**src/rtl/instr_mix_gen.sv**
```systemverilog
// Weighted random instruction-mix generator with RAW/WAW hazard injection.
// Latency: start_i to first valid_o is NUM_CLASSES+1 cycles; then up to one instruction per cycle.
// Backpressure: valid/ready; the presented instruction is held stable until accepted, the LFSR only steps on a load.
//
// Ports:
//   clk, rst_n                     clock, asynchronous active-low reset
//   start_i, num_instr_i, seed_i   run request, instruction count, LFSR seed (0 is treated as 1)
//   weights_i                      NUM_CLASSES x WEIGHT_W class weights, class 0 in the LSBs
//   raw_rate_i, waw_rate_i         hazard injection percentages, values above 100 saturate
//   valid_o, ready_i               instruction handshake
//   class_o, rd_o, rs1_o, rs2_o    generated instruction fields
//   raw_o, waw_o                   set when a hazard on the previous destination was injected
//   busy_o, done_o, cfg_err_o      run in progress, run-complete pulse, all-zero-weights pulse
//
// The register field mapping takes rd/rs1/rs2 from LFSR bits [16 +: 3*REG_W], so REG_W must be <= 5.
module instr_mix_gen #(
    parameter int NUM_CLASSES = 6,
    parameter int WEIGHT_W    = 8,
    parameter int COUNT_W     = 16,
    parameter int REG_W       = 5
) (
    input  logic                            clk,
    input  logic                            rst_n,
    input  logic                            start_i,
    input  logic [COUNT_W-1:0]              num_instr_i,
    input  logic [31:0]                     seed_i,
    input  logic [NUM_CLASSES*WEIGHT_W-1:0] weights_i,
    input  logic [6:0]                      raw_rate_i,
    input  logic [6:0]                      waw_rate_i,
    output logic                            valid_o,
    input  logic                            ready_i,
    output logic [$clog2(NUM_CLASSES)-1:0]  class_o,
    output logic [REG_W-1:0]                rd_o,
    output logic [REG_W-1:0]                rs1_o,
    output logic [REG_W-1:0]                rs2_o,
    output logic                            raw_o,
    output logic                            waw_o,
    output logic                            busy_o,
    output logic                            done_o,
    output logic                            cfg_err_o
);

    localparam int          CLS_W     = $clog2(NUM_CLASSES);
    localparam int          SUM_W     = WEIGHT_W + CLS_W;
    localparam int          PROD_W    = 16 + SUM_W;
    localparam logic [31:0] LFSR_POLY = 32'h8020_0003;
    localparam logic [6:0]  RATE_MAX  = 7'd100;

    typedef enum logic [1:0] {
        S_IDLE = 2'd0,
        S_LOAD = 2'd1,
        S_GEN  = 2'd2,
        S_DONE = 2'd3
    } state_t;

    // ------------------------------------------------------------------
    // State
    // ------------------------------------------------------------------
    state_t                              state_q, state_d;
    logic [CLS_W-1:0]                    idx_q, idx_d;
    logic [NUM_CLASSES*WEIGHT_W-1:0]     weights_q, weights_d;
    logic [NUM_CLASSES-1:0][SUM_W-1:0]   cum_q, cum_d;
    logic [COUNT_W-1:0]                  rem_q, rem_d;
    logic [6:0]                          raw_rate_q, raw_rate_d;
    logic [6:0]                          waw_rate_q, waw_rate_d;
    logic [31:0]                         lfsr_q, lfsr_d;
    logic [REG_W-1:0]                    last_rd_q, last_rd_d;
    logic                                have_last_q, have_last_d;

    logic                                valid_q, valid_d;
    logic [CLS_W-1:0]                    class_q, class_d;
    logic [REG_W-1:0]                    rd_q, rd_d;
    logic [REG_W-1:0]                    rs1_q, rs1_d;
    logic [REG_W-1:0]                    rs2_q, rs2_d;
    logic                                raw_q, raw_d;
    logic                                waw_q, waw_d;
    logic                                busy_q, busy_d;
    logic                                done_q, done_d;
    logic                                cfg_err_q, cfg_err_d;

    // ------------------------------------------------------------------
    // Combinational helpers
    // ------------------------------------------------------------------
    logic                                accept;
    logic                                load_now;
    logic [SUM_W-1:0]                    prev_sum;
    logic [SUM_W-1:0]                    total;
    logic [PROD_W-1:0]                   pick_prod;
    logic [SUM_W-1:0]                    pick;
    logic [14:0]                         raw_prod, waw_prod;
    logic [6:0]                          draw_raw, draw_waw;
    logic [CLS_W-1:0]                    gen_class;
    logic [REG_W-1:0]                    gen_rd, gen_rs1, gen_rs2;
    logic                                gen_raw, gen_waw;

    assign accept = (state_q == S_GEN) && valid_q && ready_i;

    // Prefix sums: one class per LOAD cycle. cum_d is used directly by the
    // generator so the first instruction can be built in the final LOAD
    // cycle, while the last sum is still on its way into cum_q.
    always_comb begin
        cum_d    = cum_q;
        prev_sum = '0;
        for (int i = 0; i < NUM_CLASSES; i++) begin
            if ((state_q == S_LOAD) && (idx_q == CLS_W'(i))) begin
                cum_d[i] = prev_sum + SUM_W'(weights_q[i*WEIGHT_W +: WEIGHT_W]);
            end
            prev_sum = cum_q[i];
        end
    end

    // Hazard history. The next instruction is built in the same cycle the
    // current one is accepted, so it must see the destination being accepted
    // now rather than the registered copy.
    always_comb begin
        last_rd_d   = last_rd_q;
        have_last_d = have_last_q;
        if ((state_q == S_IDLE) && start_i) begin
            last_rd_d   = '0;
            have_last_d = 1'b0;
        end else if (accept) begin
            last_rd_d   = rd_q;
            have_last_d = 1'b1;
        end
    end

    // Instruction generator: a pure function of the current LFSR value,
    // the prefix sums, the rates and the hazard history.
    always_comb begin
        total     = cum_d[NUM_CLASSES-1];
        pick_prod = PROD_W'(lfsr_q[15:0]) * PROD_W'(total);
        pick      = SUM_W'(pick_prod >> 16);

        // Descending scan leaves the smallest matching class. A zero-weight
        // class has cum equal to its predecessor and can never be the first
        // sum above pick.
        gen_class = '0;
        for (int i = NUM_CLASSES - 1; i >= 0; i--) begin
            if (pick < cum_d[i]) begin
                gen_class = CLS_W'(i);
            end
        end

        // Scale an 8-bit draw to 0..99 for comparison against a percentage.
        raw_prod = 15'(lfsr_q[7:0])  * 15'd100;
        waw_prod = 15'(lfsr_q[15:8]) * 15'd100;
        draw_raw = 7'(raw_prod >> 8);
        draw_waw = 7'(waw_prod >> 8);
        gen_raw  = have_last_d && (draw_raw < raw_rate_q);
        gen_waw  = have_last_d && (draw_waw < waw_rate_q);

        gen_rd  = lfsr_q[16 +: REG_W];
        gen_rs1 = lfsr_q[16 + REG_W +: REG_W];
        gen_rs2 = lfsr_q[16 + 2*REG_W +: REG_W];
        if (gen_rd == '0) begin
            gen_rd = REG_W'(1);
        end
        if (gen_raw) begin
            gen_rs1 = last_rd_d;
        end
        if (gen_waw) begin
            gen_rd = last_rd_d;
        end
    end

    // ------------------------------------------------------------------
    // FSM and output register next-state
    // ------------------------------------------------------------------
    always_comb begin
        state_d    = state_q;
        idx_d      = idx_q;
        weights_d  = weights_q;
        rem_d      = rem_q;
        raw_rate_d = raw_rate_q;
        waw_rate_d = waw_rate_q;
        lfsr_d     = lfsr_q;
        valid_d    = valid_q;
        class_d    = class_q;
        rd_d       = rd_q;
        rs1_d      = rs1_q;
        rs2_d      = rs2_q;
        raw_d      = raw_q;
        waw_d      = waw_q;
        done_d     = 1'b0;
        cfg_err_d  = 1'b0;
        load_now   = 1'b0;

        case (state_q)
            S_IDLE: begin
                if (start_i) begin
                    state_d    = S_LOAD;
                    idx_d      = '0;
                    weights_d  = weights_i;
                    rem_d      = num_instr_i;
                    raw_rate_d = (raw_rate_i > RATE_MAX) ? RATE_MAX : raw_rate_i;
                    waw_rate_d = (waw_rate_i > RATE_MAX) ? RATE_MAX : waw_rate_i;
                    lfsr_d     = (seed_i == 32'd0) ? 32'd1 : seed_i;
                end
            end

            S_LOAD: begin
                if (idx_q == CLS_W'(NUM_CLASSES - 1)) begin
                    if (cum_d[NUM_CLASSES-1] == '0) begin
                        cfg_err_d = 1'b1;
                        state_d   = S_IDLE;
                    end else if (rem_q == '0) begin
                        done_d  = 1'b1;
                        state_d = S_DONE;
                    end else begin
                        load_now = 1'b1;
                        state_d  = S_GEN;
                    end
                end else begin
                    idx_d = idx_q + CLS_W'(1);
                end
            end

            S_GEN: begin
                // rem_q counts the instruction currently presented.
                if (accept) begin
                    if (rem_q > COUNT_W'(1)) begin
                        rem_d    = rem_q - COUNT_W'(1);
                        load_now = 1'b1;
                    end else begin
                        rem_d   = '0;
                        valid_d = 1'b0;
                        done_d  = 1'b1;
                        state_d = S_DONE;
                    end
                end
            end

            S_DONE: begin
                state_d = S_IDLE;
            end

            default: begin
                state_d = S_IDLE;
            end
        endcase

        if (load_now) begin
            valid_d = 1'b1;
            class_d = gen_class;
            rd_d    = gen_rd;
            rs1_d   = gen_rs1;
            rs2_d   = gen_rs2;
            raw_d   = gen_raw;
            waw_d   = gen_waw;
            // Galois right-shift step, one per generated instruction.
            lfsr_d  = {1'b0, lfsr_q[31:1]} ^ (lfsr_q[0] ? LFSR_POLY : 32'd0);
        end

        busy_d = (state_d != S_IDLE);
    end

    always_ff @(posedge clk or negedge rst_n) begin
        if (!rst_n) begin
            state_q     <= S_IDLE;
            idx_q       <= '0;
            weights_q   <= '0;
            cum_q       <= '0;
            rem_q       <= '0;
            raw_rate_q  <= '0;
            waw_rate_q  <= '0;
            lfsr_q      <= 32'd1;
            last_rd_q   <= '0;
            have_last_q <= 1'b0;
            valid_q     <= 1'b0;
            class_q     <= '0;
            rd_q        <= '0;
            rs1_q       <= '0;
            rs2_q       <= '0;
            raw_q       <= 1'b0;
            waw_q       <= 1'b0;
            busy_q      <= 1'b0;
            done_q      <= 1'b0;
            cfg_err_q   <= 1'b0;
        end else begin
            state_q     <= state_d;
            idx_q       <= idx_d;
            weights_q   <= weights_d;
            cum_q       <= cum_d;
            rem_q       <= rem_d;
            raw_rate_q  <= raw_rate_d;
            waw_rate_q  <= waw_rate_d;
            lfsr_q      <= lfsr_d;
            last_rd_q   <= last_rd_d;
            have_last_q <= have_last_d;
            valid_q     <= valid_d;
            class_q     <= class_d;
            rd_q        <= rd_d;
            rs1_q       <= rs1_d;
            rs2_q       <= rs2_d;
            raw_q       <= raw_d;
            waw_q       <= waw_d;
            busy_q      <= busy_d;
            done_q      <= done_d;
            cfg_err_q   <= cfg_err_d;
        end
    end

    assign valid_o   = valid_q;
    assign class_o   = class_q;
    assign rd_o      = rd_q;
    assign rs1_o     = rs1_q;
    assign rs2_o     = rs2_q;
    assign raw_o     = raw_q;
    assign waw_o     = waw_q;
    assign busy_o    = busy_q;
    assign done_o    = done_q;
    assign cfg_err_o = cfg_err_q;

endmodule
```
**config.mk**
```make
export PLATFORM = sky130hd
export DESIGN_NAME = instr_mix_gen
export DESIGN_NICKNAME = d
export VERILOG_FILES = /design/src/rtl/instr_mix_gen.sv
export SDC_FILE = /design/constraint.sdc
export NUM_CORES = 1
export LEC_CHECK = 0
export BUFFER_PORTS_ARGS = -buffer_cell sky130_fd_sc_hd__buf_2
export CAP_MARGIN = 30
export CORE_UTILIZATION = 50
export CTS_CLUSTER_DIAMETER = 100
export DETAILED_ROUTE_END_ITERATION = 8
export HOLD_SLACK_MARGIN = 0.1
export PLACE_DENSITY_LB_ADDON = 0.08
export SYNTH_ARGS = -nofsm -noshare
export SYNTH_HDL_FRONTEND = slang
export SYNTH_SLANG_ARGS = --single-unit
export TNS_END_PERCENT = 100
```
**constraint.sdc**
```tcl
create_clock -name clk -period 9.6 [get_ports clk]
set_input_delay 1.92 -clock clk [delete_from_list [all_inputs] [get_ports clk]]
set_output_delay 1.92 -clock clk [all_outputs]
set_load 0.03 [all_outputs]
```
==> flow_metrics.env <==
export IMPL_status="finished clean"
export IMPL_avgRoutedWirePerCell_um=17.51
export IMPL_ys_flop_type="dfrtp_1"
export IMPL_ctsLongestPathBuffers=3
export IMPL_synth_avg_cell_area_sq_um=8.930
export IMPL_p_total_mw=1.948
export IMPL_fin_crit_sh=0.9551
export IMPL_syn_cell_area_sq_um=19080
export IMPL_numCtsBuffers=26
export IMPL_insertion_delay_ns=0.54
export IMPL_p_leak_nw=11.56
export IMPL_finalHoldViolCount=0
export IMPL_routed_wirelength_um=49200
export IMPL_crit_arrival_ns=9.61
export IMPL_firstDrtPassIters=6
export IMPL_tns_ns=0
export IMPL_ios=138
export IMPL_clockRootBuffer="clkbuf_16"
export IMPL_synth_adder_area_share=0.2943
export IMPL_place_gp_congestion=0.9303
export IMPL_rows=71
export IMPL_drive_above_1_share=0.1309
export IMPL_ir_worst_vdd_uv=136.6
export IMPL_fmax_mhz=109.1
export IMPL_async_reset_ff_frac=1.000
export IMPL_slew_viol_final=0
export IMPL_post_route_util=0.5736
export IMPL_power_density_nw_per_um2=90.36
export IMPL_place_ws_ns=0.006101
export IMPL_yosys_area_top_type_share=0.2754
export IMPL_crit_reg2reg_launch="weights_q[40]"
export IMPL_n_antenna_cell=0
export IMPL_io_buffer_count=137
export IMPL_grt_pass1_wl_um=80450
export IMPL_ant_nets=0
export IMPL_worst_pin_slew_ns=0.9731
export IMPL_postLayoutSetupSlackWorst_ns=0.4315
export IMPL_met2_usage=0.4356
export IMPL_yosys_warnings=0
export IMPL_slew_headroom=0.3513
export IMPL_grt_max_degree=97
export IMPL_grt_remaining_overflow=0
export IMPL_syn_nets=2616
export IMPL_dp_hpwl_um=38370
export IMPL_synth_xor_area_frac=0.02203
export IMPL_use_met1=0.3496
export IMPL_yosysSeqAreaShare=0.2768
export IMPL_start_util=0.5078
export IMPL_synth_seq_cells=211
export IMPL_cap_violations=0
export IMPL_die_width_um=197.4
export IMPL_chipHeight_um=197.4
export IMPL_hp_start="weights_q[0]"
export IMPL_end_kind="flip-flop"
export IMPL_synth_top_family_by_area="adder cells"
export IMPL_startpoint_type="flip-flop"
export IMPL_cts_tree="done"
export IMPL_fp_dieArea_sq_um=38950
export IMPL_vias_per_cell=5.411
export IMPL_grt_util_all_layers=0.2616
export IMPL_min_period_ns=9.169
export IMPL_cp_slowest_cell="fa_1"
export IMPL_drc=0
export IMPL_critPathKind="reg -> reg"
export IMPL_first_iter_violations=791
export IMPL_cts_hold_buf=0
export IMPL_yosys_area_share_simple=0.1602
export IMPL_rsz0062_at_grt="yes"
export IMPL_grtUsageMet3=0.04354
export IMPL_num_nets_final=2760
export IMPL_vias=15206
export IMPL_synth_compound_gate_area_share=0.1281
export IMPL_cts_clk_slew_worst_paths_ns=0.06
export IMPL_placed_area_sq_um=20490
export IMPL_hp_class="reg -> reg"
export IMPL_clock_skew_ns=0.01994
export IMPL_synth_edf_count=0
export IMPL_synth_area_leader_cell="dfrtp_1"
export IMPL_grt_busiest_layer="met2"
export IMPL_startpoint="weights_q[40]"
export IMPL_muxShareOfSynthArea=0.04491
export IMPL_slowest_delay_ns=0.58
export IMPL_antenna_found_initial=0
export IMPL_clkSinkCount=211
export IMPL_htree_num_levels=1
export IMPL_r2r_slack_ns=0.43
export IMPL_core_sq_um=37580
export IMPL_ys_types=79
export IMPL_required_ns=10.04
export IMPL_netlist_instances=2137
export IMPL_yosys_top_cells_area="dfrtp_1 (28%), ha_1 (15%), fa_1 (14%)"
export IMPL_area_delta_synth_final_pct=12.96
export IMPL_crit_path_max_fanout=11
export IMPL_fin_area_sq_um=21560
export IMPL_grt_pass1_vias=15478
export IMPL_finalSetupViolations=0
[flip-flops by register name (all words and copies together), names as in the netlist]
name         flops
cum_q           55
weights_q       48
lfsr_q          32
rem_q           16
prev_sum        11
raw_rate_q       7
waw_rate_q       7
last_rd_q        5
rd_o             5
rs1_o            5
rs2_o            5
class_o          3
idx_q            3
state_q          2
busy_o           1
cfg_err_o        1
done_o           1
have_last_q      1
raw_o            1
valid_o          1
waw_o            1
[area by class of cell]
cell class,count,area [sq um]
timing repair buffer,190,1126
multi-input combinational,1562,12520
fill,3499,16020
clock inverter,7,68.82
sequential,211,5281
clock buffer,39,830.8
tap,511,639.4
inverter,290,1089
[final timing paths]
check                           depth (start not counted)            end
worst max-delay path                                   37     class_o[2]
worst min-delay path                                    2   weights_q[0]
worst max register to register                         37     class_o[2]
worst min register to register                          2   weights_q[0]
max in group asynchronous                               2      lfsr_q[1]
min in group asynchronous                               1  weights_q[28]
[repair_timing]
action,in CTS,in global routing
pin swaps,0,11
endpoints found under the hold margin,0,0
setup buffers,0,7
resized for setup,1,29
endpoints found under the setup margin,2,3
[cells by family after synthesis]
kind of cell             Yosys count
AND/OR/NAND/NOR                  680
AO/OA/AOI/OAI                    383
adder cells (fa/ha/maj)          370
buffers and inverters            364
flip-flops                       211
multiplexers                      81
XOR/XNOR                          48
[synthesized netlist by cell type, types with 3 or more instances]
cell / n
and2_1: 54
a31o_2: 4
ha_1: 232
a21oi_1: 87
nor2b_1: 24
nor2_1: 102
xnor2_1: 32
nand3_1: 21
nand2b_1: 10
maj3_1: 4
fa_1: 133
o21ai_0: 116
buf_6: 4
buf_2: 8
xor2_1: 16
a22oi_1: 12
o21ai_1: 6
a31oi_1: 13
nand2_1: 366
mux2_2: 23
o31ai_1: 7
dfrtp_1: 210
o41ai_1: 3
a211oi_1: 10
a41oi_1: 3
o2111ai_1: 3
or4_1: 3
or3_1: 13
and3_1: 7
nor3_1: 37
clkbuf_1: 62
nor4_1: 13
inv_1: 290
a221oi_1: 3
mux2i_1: 56
nand4_1: 13
nor3b_1: 5
a21o_1: 40
o21a_1: 27
o21bai_1: 11
[metal layers]
metal / vias up / wire [um]
li1: 7395 / -
met1: 7344 / 22160
met2: 378 / 22850
met3: 89 / 2666
met4: 0 / 1530
met5: - / 0
[report_power, final]
part           switching (mW)  total [mW]  leakage (nW)  internal, mW
logic                  0.0299      0.0496          8.29        0.0196
clock network           0.388        1.01         0.449         0.621
registers                   0       0.890          2.82         0.890
total                   0.418        1.95          11.6          1.53
[critical path: cells and delay by family, from the launching register on]
kind	cells	cell delay [ns]
fa+ha+maj	10	4.05
compound gates	12	2.84
simple gates	7	1.00
buf+inv	8	0.78
flops	1	0.38
[stage by stage]
step | std cells | hold WS, ns
3_3_place_gp | 2755 | 0.4562
3_5_place_dp | 2757 | 0.4652
6_report | 2810 | 0.4749
4_1_cts | 2803 | 0.4789
2_1_floorplan | 2137 | 0.4413
5_1_grt | 2810 | 0.4995
[placed cells by master (no fill, tap or decap), types with 40 or more instances in the layout]
| cell | n |
|---|---|
| buf_4 | 51 |
| ha_1 | 231 |
| nor2_1 | 101 |
| dfrtp_1 | 210 |
| mux2i_1 | 56 |
| nand2_1 | 364 |
| inv_1 | 289 |
| and2_1 | 54 |
| a21oi_1 | 84 |
| buf_2 | 136 |
| a21o_1 | 40 |
| fa_1 | 133 |
| o21ai_0 | 113 |
Note: power is estimated with default switching activity, not from simulation.
